**src/rtl/divider.sv**
```systemverilog
// rtl/divider.sv - 32-bit radix-2 restoring divider for l.div / l.divu.
// Optional build macro: OR1300_DIVIDER_EARLY_OUT_EN (skip iterations when |A| < |B|).
module divider (
  input  logic        clock,
  input  logic        reset,
  input  logic        doDivide,
  input  logic        isSigned,
  input  logic [31:0] operantA,
  input  logic [31:0] operantB,
  output logic        busy,
  output logic        done,
  output logic [31:0] quotient,
  output logic [31:0] remainder,
  output logic        divByZero
);

  typedef enum logic [1:0] {IDLE, ITER, FIX, DONE} state_t;

  state_t      state;
  logic [31:0] qReg;
  logic [31:0] remReg;
  logic [31:0] divisorMag;
  logic [4:0]  count;
  logic        negQ;
  logic        negR;

  logic [31:0] magA;
  logic [31:0] magB;
  logic [32:0] shifted;
  logic [32:0] trial;
  logic        earlyOut;

  always_comb begin
    magA    = (isSigned && operantA[31]) ? (~operantA + 32'd1) : operantA;
    magB    = (isSigned && operantB[31]) ? (~operantB + 32'd1) : operantB;
    shifted = {remReg, qReg[31]};
    // A set trial[32] means the subtraction borrowed, so the bit is restored.
    trial   = shifted - {1'b0, divisorMag};
`ifdef OR1300_DIVIDER_EARLY_OUT_EN
    earlyOut = (magA < magB);
`else
    earlyOut = 1'b0;
`endif
  end

  always_ff @(posedge clock) begin
    if (reset) begin
      state      <= IDLE;
      busy       <= 1'b0;
      done       <= 1'b0;
      quotient   <= 32'd0;
      remainder  <= 32'd0;
      divByZero  <= 1'b0;
      qReg       <= 32'd0;
      remReg     <= 32'd0;
      divisorMag <= 32'd0;
      count      <= 5'd0;
      negQ       <= 1'b0;
      negR       <= 1'b0;
    end else begin
      case (state)
        IDLE: begin
          if (doDivide) begin
            busy       <= 1'b1;
            divByZero  <= 1'b0;
            negQ       <= isSigned & (operantA[31] ^ operantB[31]);
            negR       <= isSigned & operantA[31];
            qReg       <= magA;
            remReg     <= 32'd0;
            divisorMag <= magB;
            count      <= 5'd31;
            if (operantB == 32'd0) begin
              quotient  <= 32'd0;
              remainder <= operantA;
              divByZero <= 1'b1;
              done      <= 1'b1;
              state     <= DONE;
            end else if (earlyOut) begin
              quotient  <= 32'd0;
              remainder <= operantA;
              done      <= 1'b1;
              state     <= DONE;
            end else begin
              state <= ITER;
            end
          end
        end
        ITER: begin
          if (!trial[32]) begin
            remReg <= trial[31:0];
            qReg   <= {qReg[30:0], 1'b1};
          end else begin
            remReg <= shifted[31:0];
            qReg   <= {qReg[30:0], 1'b0};
          end
          count <= count - 5'd1;
          if (count == 5'd0) state <= FIX;
        end
        FIX: begin
          quotient  <= negQ ? (~qReg + 32'd1) : qReg;
          remainder <= negR ? (~remReg + 32'd1) : remReg;
          done      <= 1'b1;
          state     <= DONE;
        end
        DONE: begin
          done  <= 1'b0;
          busy  <= 1'b0;
          state <= IDLE;
        end
        default: state <= IDLE;
      endcase
    end
  end

endmodule

```
**config.mk**
```make
export PLATFORM = sky130hd
export DESIGN_NAME = divider
export DESIGN_NICKNAME = d
export VERILOG_FILES = /design/src/rtl/divider.sv
export SDC_FILE = /design/constraint.sdc
export NUM_CORES = 1
export LEC_CHECK = 0
export CORE_UTILIZATION = 57
export DETAILED_ROUTE_END_ITERATION = 12
export HOLD_SLACK_MARGIN = 0.03
export PLACE_DENSITY_LB_ADDON = 0.1
export SYNTH_ARGS = -nofsm -noshare
export SYNTH_HDL_FRONTEND = slang
export SYNTH_SLANG_ARGS = --single-unit
export TNS_END_PERCENT = 50
```
**constraint.sdc**
```tcl
create_clock -name clock -period 3.92 [get_ports clock]
set_input_delay 0.784 -clock clock [delete_from_list [all_inputs] [get_ports clock]]
set_output_delay 0.784 -clock clock [all_outputs]
set_load 0.02 [all_outputs]
```
==> results of run 1 <==
-- layout make-up --
class,instances,area [um^2],area share
clock buffer,17,425,0.0318
clock inverter,14,149,0.0111
inverter,55,206,0.0154
multi-input combinational,1148,7230,0.541
sequential,172,3440,0.257
tap,260,325,0.0243
timing repair buffer,161,1590,0.119
-- Yosys cell counts (4+ instances only) --
library cell  instances
nand2_1             198
or3_1                16
nand3_1              24
nor2b_1               5
a21o_1               16
inv_1                54
dfxtp_1             172
o21ai_1               9
nor2_1              163
nand4_1               6
o21ai_0              83
a222oi_1             11
nand2b_1             14
a211oi_1             38
o211ai_1             39
o22ai_1               4
a22oi_1              32
o21bai_1              5
buf_4                 7
nor3_1               21
buf_2                 5
and3_1                7
xor2_1               66
o31ai_1              27
mux2i_1              34
a31oi_1               7
a21oi_1             104
ha_1                 42
buf_1                 8
and2_1                6
nor4_1               10
clkbuf_1             70
o41ai_1              13
a311oi_1              8
xnor2_1              75
or4_1                 6
-- metal layers --
metal | vias to the layer above | track usage
met4 | 0 | 0.151
met5 | - | 0
met2 | 333 | 0.554
met3 | 68 | 0.0485
met1 | 5162 | 0.399
li1 | 5407 | -
-- cells by family (layout without fill, tap and decap cells) --
family | after synthesis | count (layout) | synth area share
xor+xnor | 141 | 141 | 0.110
simple gates | 505 | 505 | 0.205
buf+inv | 145 | 247 | 0.0514
fa+ha+maj | 43 | 43 | 0.0486
flops | 172 | 172 | 0.307
mux | 34 | 34 | 0.0303
compound gates | 425 | 425 | 0.248
-- stage by stage --
stage	instances	hold WS [ps]	utilization	area (um^2)
floorplan	1465	432	-	11200
global placement	1796	440	0.673	12800
detailed placement	1796	449	0.673	12800
CTS	1827	458	0.703	13400
global route	1827	474	0.703	13400
finish	1827	455	0.703	13400
-- state kept, by name, indices dropped and copies added, names as in the netlist --
signal	flops
negR	1
state	2
done	1
busy	1
count	5
divByZero	1
remainder	32
remReg	32
divisorMag	32
negQ	1
qReg	32
quotient	32
-- power by group --
group	internal [uW]	switching (uW)	leakage, uW	total, uW
combinational	1270	1870	0.00335	3140
clock	901	787	0.000284	1690
sequential	2070	347	0.00140	2410
-- worst register-to-register path, cell delays in order, from the launching register on --
cell	delay [ps]
dfxtp_1	440
inv_1	110
ha_1	250
fa_1	380
nand2b_1	190
a21oi_1	270
o21ai_1	220
a21oi_1	270
a31oi_1	170
o211ai_1	300
buf_12	290
mux2i_1	260
o21ai_0	90
-- final timing paths --
check / depth (start not counted) / end / from / slack, ps
max: 12 / remReg[19] / qReg[31] / 560
min: 2 / remainder[2] / remainder[2] / 450
max reg2reg: 12 / remReg[19] / qReg[31] / 560
min reg2reg: 2 / remainder[2] / remainder[2] / 450
==> impl_results.md, run 1 <==
- Max layer used: met4
- Wire length on met2: about 16,000 um
- Post-synth ARST share: 0
- Vert. Die Dim: roughly 140 um
- Critical path start-end classification: flop to flop
- N_diodes: 0
- Slew margin rel.: 0.145
- Avg Vias per Cell: 6.00
- Seq cells post-synth: approximately 170
- Post-place setup slack: around 330 ps
- H-tree depth: 4
- Post-DP HPWL: ~24,000 um
- CP cell instances: inv_1 -> ha_1 -> fa_1 -> nand2b_1 -> a21oi_1 -> o21ai_1 -> a21oi_1 -> a31oi_1 -> o211ai_1 -> buf_12 -> mux2i_1 -> o21ai_0
- CTS resizes: 0
- Longest Clk Path Bufs: 2
- Commonest non-fill, non-tap cell in the layout: nand2_1
- Critical Path Fanout Max: 37
- Post-CTS Hold Buffers: 0
- Post-synthesis sequential area ratio: 0.307
- MaxCap Viol Count: 0
- CTS root buf: clkbuf_16
- DRC viols: 0
- Antenna Nets Post-Route: 0
- RSZ-0062 raised after global routing: false
- Wire length on met1: approximately 14,000 um
- Syn Inst Count: between 1,000 and 1,500
- CP bufs+invs: 2
- Largest net degree at the start of global routing: 107
- Pwr/cell area: 542 nW/um^2
- Vias: roughly 11,000
- Req. time, crit path: 4240 ps
- Max Slew Vio Count: 0
- Fraction of layout cells with a size suffix above 1: 0.0542
- Total GRT Usage: 0.324
- Most used cell, CP: a21oi_1
- Die width: between 100 and 150 um
- First-pass GRT wire length: 51,400 um
- Avg WL per Cell: roughly 18 um
- Delay-heaviest family, CP: compound AO/OA/AOI/OAI gates
- Met3 WL: ~1500 um
- WP data arrival: around 3700 ps
- Synth Flop Type: dfxtp_1
- Setup violations, final: 0
- Routed WL: 32,500 um
- Crit share post-route: 0.857
- Overflow after GRT: 0
- Overall power: between 7000 and 8000 uW
- Clock sinks: between 150 and 200
- Antenna violations before repair: 0
- Hold Path Class: flop to flop
- Dominant cells by area after synthesis: dfxtp_1, nand2_1, xnor2_1
- Number of synthesized flops with an enable pin: 0
- CTS tree: done
- Number of global-route vias before repair: slightly above 10,000
- Setup_tns: 0 ps
- Cell leakage power: between 0.005 and 0.006 uW
- Critical path's largest stage delay: about 440 ps
- Num rows: 50
- Setup WS post-layout: 562 ps
- Worst skew pair latency: 440 ps
- CTS clock-pin slew for the worst setup and hold paths: about 70 ps
- Setup bufs post-CTS: 0
- Crit end category: flop
- Mapped Nets: approximately 1,600
- Highest Clock Rate: between 200 and 300 MHz
- Initial core utilization: 0.591
- Area Growth Syn to Fin: 19.1%
- Yosys top cell area share: 0.307
- Io pins: ~140
- # fillers: between 1,500 and 2,000
- Post-layout minimum cycle time: 3360 ps
- Synth cell types: between 70 and 80
- Final Hold Fails: 0
- Total CTS buffers: 17
- Post-Synthesis Cell Area: approximately 11,000 um^2
- Fin nets: 1,666
- IO buf count: ~130
- Starting DRT DRC Count: roughly 830
- CORE AREA: 19,000 um^2
- Die area: between 20,000 and 25,000 um^2
- YS warnings: 0
- Maximum vdd drop: 0.319 mV
- Most frequent cells in the layout: nand2_1, dfxtp_1, nor2_1
- Syn avg cell area: approximately 7.7 um^2
- Clock skew: about 15 ps
- Slew @ Worst Pin: 1280 ps
- GPL Wtd Cong: between 0.9 and 1
- Startpoint types: flop
- DR pass1 iterations: 6
- CP max-delay cell: dfxtp_1
- Status: finished clean
- Synth area leader: dfxtp_1
Note: power is estimated with default switching activity, not from simulation.
==> run 2, diff against run 1 <==
--- a/config.mk
+++ b/config.mk
@@ -5,7 +5,7 @@
 export SDC_FILE = /design/constraint.sdc
 export NUM_CORES = 1
 export LEC_CHECK = 0
-export CORE_UTILIZATION = 57
+export CORE_UTILIZATION = 48
 export DETAILED_ROUTE_END_ITERATION = 12
 export HOLD_SLACK_MARGIN = 0.03
 export PLACE_DENSITY_LB_ADDON = 0.1
==> run 2 against run 1 <==
Compared with the run above: flip-flop and latch count stayed put; core utilization down 11 points; sequential share of layout area down 0.11 points; cell count grew 3.0%; clock-buffer cell count up 1; via count fell by 1.7%; first-iteration DRC count is 17% lower; register-to-register slack lost 70 ps; hold slack worse by 3.8 ps; non-clock buffer count is the same; largest power group unchanged.
==> impl_results.md, run 2 (synthesis gave the netlist of run 1 again) <==
- Critical path start-end classification: flop to flop
- Req. time, crit path: 4220 ps (-20 ps)
- Critical path's largest stage delay: 410 ps (-30 ps)
- Most used cell, CP: a21oi_1
- Setup bufs post-CTS: 0 (unchanged)
- CP cell instances: inv_1 -> ha_1 -> fa_1 -> nand2b_1 -> a21oi_1 -> o21ai_1 -> a21oi_1 -> a31oi_1 -> o211ai_1 -> buf_12 -> mux2i_1 -> o21ai_0
- Most frequent cells in the layout: nand2_1, dfxtp_1, nor2_1
- Seq. cell area: 3440 um^2 (unchanged)
- Hold Path Class: flop to flop
- Initial core utilization: 0.493 (-0.0975)
- CTS resizes: 0 (unchanged)
- DR pass1 iterations: 5 (-1)
- Vias: 10,782 (-1.7%)
- Setup_tns: 0 ps (unchanged)
- Overflow after GRT: 0 (unchanged)
- Number of global-route vias before repair: 10,059 (-0.88%)
- H-tree depth: 4 (unchanged)
- Post-DP HPWL: 25,000 um (+3.2%)
- Final Non-Filler Cells: 1,881 (+3.0%)
- Clock skew: 14.8 ps (+0.232 ps)
- Antenna violations before repair: 0 (unchanged)
- Delay-heaviest family, CP: compound AO/OA/AOI/OAI gates
- Worst skew pair latency: 440 ps (about the same)
- GPL Wtd Cong: 0.938 (-1.2%)
- Post-layout minimum cycle time: 3430 ps (+68.8 ps)
- MaxCap Viol Count: 0 (unchanged)
- CTS clock-pin slew for the worst setup and hold paths: 80 ps (about the same)
- Placed cell count: 1,849 (+3.0%)
- Avg Vias per Cell: 5.73 (-4.5%)
- Maximum vdd drop: 0.284 mV (-11%)
- Area Growth Syn to Fin: 19.6%
- Largest net degree at the start of global routing: 61 (-43%)
- CP max-delay cell: dfxtp_1
- CORE AREA: 22,800 um^2 (+20%)
- Highest Clock Rate: 292 MHz (-2.0%)
- N_diodes: 0 (unchanged)
- Cell leakage power: 0.00502 uW (-0.26%)
- Avg WL per Cell: 17.7 um (-0.67%)
- Crit end category: flop
- CP bufs+invs: 2 (unchanged)
- CTS tree: done
- DRC viols: 0 (unchanged)
- First-pass GRT wire length: 53,200 um (+3.6%)
- # fillers: 2,164 (+33%)
- Starting DRT DRC Count: 691 (-17%)
- Critical Path Fanout Max: 37 (unchanged)
- Total GRT Usage: 0.280 (-0.0437)
- Fraction of layout cells with a size suffix above 1: 0.0555 (+0.00124)
- Setup violations, final: 0 (unchanged)
- Fin nets: 1,666 (unchanged)
- Longest Clk Path Bufs: 2 (unchanged)
- Pwr/cell area: 540 nW/um^2 (-0.35%)
- Routed WL: 33,200 um (+2.3%)
- Post-CTS Hold Buffers: 0 (unchanged)
- Commonest non-fill, non-tap cell in the layout: nand2_1
- Max Slew Vio Count: 0 (unchanged)
- Crit share post-route: 0.874 (+0.0176)
- Slew margin rel.: 0.324 (+0.179)
- Status: finished clean
- Startpoint types: flop
- Total CTS buffers: 17 (unchanged)
- Io pins: 135 (unchanged)
- IO buf count: 134 (unchanged)
- Die area: 24,000 um^2 (+18%)
- CTS root buf: clkbuf_16
- RSZ-0062 raised after global routing: false
- Final Hold Fails: 0 (unchanged)
- WP data arrival: 3730 ps (+60 ps)
- Clock sinks: 172 (unchanged)
- Multi-input gate area: 7240 um^2 (about the same)
- Num rows: 55 (+10%)
- Slew @ Worst Pin: 1010 ps (-270 ps)
- Vert. Die Dim: 155 um (+8.8%)
- Die width: 155 um (+8.8%)
- Antenna Nets Post-Route: 0 (unchanged)
## run 2: worst min-delay path: cells and delay by family, from the launching register on
family             cells  cell delay [ps]
DFF                    1              310
and+or+nand+nor        1               50
AOI/OAI and AO/OA      1               50
## run 2: metrics by stage
step                hold WS (ps)  setup slack (ps)  cell area, um^2   util  total power (uW)
floorplan                    432               927            11200      -              4600
global placement             439               327            12800  0.564              5550
detailed placement           444               211            12800  0.564              5580
CTS                          453               462            13400  0.590              7270
global route                 468               228            13400  0.590              7730
finish                       451               493            13400  0.590              7250
## run 2: layout make-up
class                           count  area share
Multi-Input combinational cell   1148       0.539
Sequential cell                   172       0.256
Inverter                           55      0.0154
Timing Repair Buffer              161       0.117
Clock buffer                       18      0.0327
Tap cell                          313      0.0292
Clock inverter                     14      0.0109
## run 2: power by group
group / total [uW] / internal [uW] / switching [uW] / leakage (uW)
combinational: 3160 / 1260 / 1900 / 0.00334
sequential: 2410 / 2070 / 340 / 0.00140
clock: 1680 / 864 / 814 / 0.000277
## run 2: final timing paths
check	startpoint	end	slack (ps)	cells after the start
setup reg to reg	qReg[31]	remReg[19]	490	12
hold / removal	remainder[1]	remainder[1]	450	2
setup / recovery	qReg[31]	remReg[19]	490	12
hold reg to reg	remainder[1]	remainder[1]	450	2
## run 2: per-layer routing
layer	global-route usage	vias up	share of wire
met4	0.117	0	0.035
met2	0.485	271	0.48
met3	0.0359	58	0.037
met5	0	-	0
met1	0.350	5053	0.44
li1	-	5400	-
==> run 3, diff against run 2 <==
--- a/config.mk
+++ b/config.mk
@@ -7,6 +7,7 @@
 export LEC_CHECK = 0
 export CORE_UTILIZATION = 48
 export DETAILED_ROUTE_END_ITERATION = 12
+export GPL_ROUTABILITY_DRIVEN = 0
 export HOLD_SLACK_MARGIN = 0.03
 export PLACE_DENSITY_LB_ADDON = 0.1
 export SYNTH_ARGS = -nofsm -noshare
==> constraint.sdc (replaced) <==
create_clock -name clock -period 4.3 [get_ports clock]
set_input_delay 0.86 -clock clock [delete_from_list [all_inputs] [get_ports clock]]
set_output_delay 0.86 -clock clock [all_outputs]
set_load 0.02 [all_outputs]
==> run 3 against run 2 <==
Compared with the run above: design area is 0.24% lower; critical path depth stayed put; register-to-register slack better by 350 ps; global-route usage is 0.62 points lower; sequential share of layout area is 0.062 points higher; non-clock buffer count is 3 lower; clock power is 9.5% lower; hold slack better by 0.71 ps; flip-flop and latch count stayed put; core utilization is 0.14 points lower; critical path type is now input pin to flop; critical endpoint is now remainder[7]; largest cell class unchanged.
==> impl_results.md, run 3 (synthesis gave the netlist of run 1 again) <==
- Post-CTS Hold Buffers: 0 (unchanged)
- Routed WL: 32,500 um (-2.1%)
- Die width: 155 um (unchanged)
- Avg Vias per Cell: 5.73 (about the same)
- Final Non-Filler Cells: 1,877 (-0.21%)
- Longest Clk Path Bufs: 2 (unchanged)
- WP data arrival: 3960 ps (+230 ps)
- Slew margin rel.: 0.263 (-0.0609)
- Highest Clock Rate: ~280 MHz
- Status: finished clean
- Commonest non-fill, non-tap cell in the layout: nand2_1
- CTS resizes: 0 (unchanged)
- Critical path start-end classification: input pin to flop
- Internal power: 3820 uW (-9.0%)
- Antenna Nets Post-Route: 0 (unchanged)
- First-pass GRT wire length: 52,300 um (-1.7%)
- Critical path's largest stage delay: 460 ps (+50 ps)
- Most frequent cells in the layout: nand2_1, dfxtp_1, nor2_1
- CTS root buf: clkbuf_16
- Crit share post-route: 0.835
- Clock skew: 9.06 ps (-5.69 ps)
- DRC viols: 0 (unchanged)
- Setup_tns: 0 ps (unchanged)
- Worst skew pair latency: 440 ps (about the same)
- Slew @ Worst Pin: 1110 ps (+92.8 ps)
- MaxCap Viol Count: 0 (unchanged)
- Num rows: 55 (unchanged)
- Cell leakage power: 0.00500 uW (-0.32%)
- Startpoint types: input pin
- Setup WS post-layout: 708 ps (+215 ps)
- Total CTS buffers: 17 (unchanged)
- CTS clock-pin slew for the worst setup and hold paths: 80 ps (about the same)
- Delay-heaviest family, CP: simple AND/OR/NAND/NOR gates
- Post-layout minimum cycle time: ~3600 ps
- Maximum vdd drop: 0.294 mV (+3.5%)
- Power share of the combinational group: 0.436 (about the same)
- Fraction of layout cells with a size suffix above 1: 0.0531 (-0.00242)
- Crit path launch: operantB[0]
- Fin nets: 1,663 (-0.18%)
- Total GRT Usage: 0.274 (-0.00616)
- Die area: 24,000 um^2 (unchanged)
- Vert. Die Dim: 155 um (unchanged)
- H-tree depth: 4 (unchanged)
- CTS tree: done
- RR Startpoint: qReg[31]
- Flop pwr share: 0.333 (about the same)
- CP cell instances: clkdlybuf4s50_1 -> inv_1 -> ha_1 -> nor3b_1 -> nand3_1 -> nor2_1 -> nor4b_4 -> nand3_2 -> o21ai_2 -> buf_4 -> o211ai_1 -> a21oi_1
- Number of global-route vias before repair: 9,843 (-2.1%)
- Psw: 2770 uW (-9.3%)
- Placed cell count: 1,846 (-0.16%)
- Hold Path Class: flop to flop
- Sw Share: 0.421 (-0.000909)
- Antenna violations before repair: 0 (unchanged)
- Post-place setup slack: 252 ps (+41.9 ps)
- DR pass1 iterations: 8 (+3)
- Area Growth Syn to Fin: 19.3%
- Setup bufs post-CTS: 0 (unchanged)
- IO buf count: 134 (unchanged)
- Clock sinks: 172 (unchanged)
- Starting DRT DRC Count: 727 (+5.2%)
- Io pins: 135 (unchanged)
- Avg WL per Cell: 17.3 um (-1.9%)
- Crit end category: flop
- Req. time, crit path: 4670 ps (+450 ps)
- Overflow after GRT: 0 (unchanged)
- Setup violations, final: 0 (unchanged)
- Vias: 10,759 (-0.21%)
- RSZ-0062 raised after global routing: false
- Pwr/cell area: 492 nW/um^2 (-8.9%)
- Clk pwr share: 0.231 (about the same)
- Initial core utilization: 0.493 (unchanged)
- Post-DP HPWL: 24,600 um (-1.7%)
- Critical Path Fanout Max: 22 (-41%)
- Final Hold Fails: 0 (unchanged)
- Max Slew Vio Count: 0 (unchanged)
- Largest net degree at the start of global routing: 100 (+64%)
- Hold_sp: remainder[17]
- CORE AREA: 22,800 um^2 (unchanged)
- CP max-delay cell: clkdlybuf4s50_1
- N_diodes: 0 (unchanged)
- CP bufs+invs: 3 (+1)
==> run 3: cell types whose count changed in the layout (fill, tap and decap cells not counted), sizes merged <==
| cell | before | now |
|---|---|---|
| clkinv | 5 | 4 |
| clkbuf | 18 | 17 |
| buf | 28 | 25 |
| clkinvlp | 3 | 2 |
| inv | 61 | 63 |
==> run 3: through the flow <==
step | hold slack [ps] | cell area (um^2) | util | total power, uW
floorplan | 432 | 11200 | - | 4190
global placement | 438 | 12800 | 0.563 | 5040
detailed placement | 443 | 12800 | 0.563 | 5080
CTS | 454 | 13400 | 0.588 | 6600
global route | 476 | 13400 | 0.588 | 7030
finish | 452 | 13400 | 0.588 | 6590
==> run 3: worst paths after layout <==
path | to | slack (ps) | depth (start not counted)
worst min-delay path | remainder[17] | 450 | 2
worst max-delay path | remainder[7] | 710 | 12
worst max register to register | remReg[24] | 840 | 12
worst min register to register | remainder[17] | 450 | 2
==> run 3: final cells by class <==
type / instances / area, um^2
Clock buffer: 17 / 425
Fill cell: 2126 / 9380
Timing Repair Buffer: 158 / 1540
Sequential cell: 172 / 3440
Tap cell: 313 / 392
Clock inverter: 14 / 150
Multi-Input combinational cell: 1148 / 7240
Inverter: 55 / 206
==> run 3: power by group through the flow <==
stage          clock network, uW  registers [uW]  logic, uW
6_report                    1520            2190       2870
5_1_grt                     1620            2230       3190
4_1_cts                     1540            2190       2870
3_5_place_dp                   0            2220       2860
3_3_place_gp                   0            2220       2830
2_1_floorplan                  0            2210       1980
==> run 3: worst register-to-register path, delay by kind of cell, from the launching register on <==
kind,cells,cell delay [ps]
AO/OA/AOI/OAI,6,1370
adder cells (fa/ha/maj),2,650
buffers and inverters,2,430
flip-flops,1,450
multiplexers,1,250
AND/OR/NAND/NOR,1,190
==> run 3: per-layer routing <==
layer / GRT usage / vias up / wire (um)
li1: - / 5386 / -
met1: 0.350 / 5031 / 14300
met2: 0.471 / 290 / 15800
met3: 0.0348 / 52 / 1510
met4: 0.100 / 0 / 922
met5: 0 / - / 0
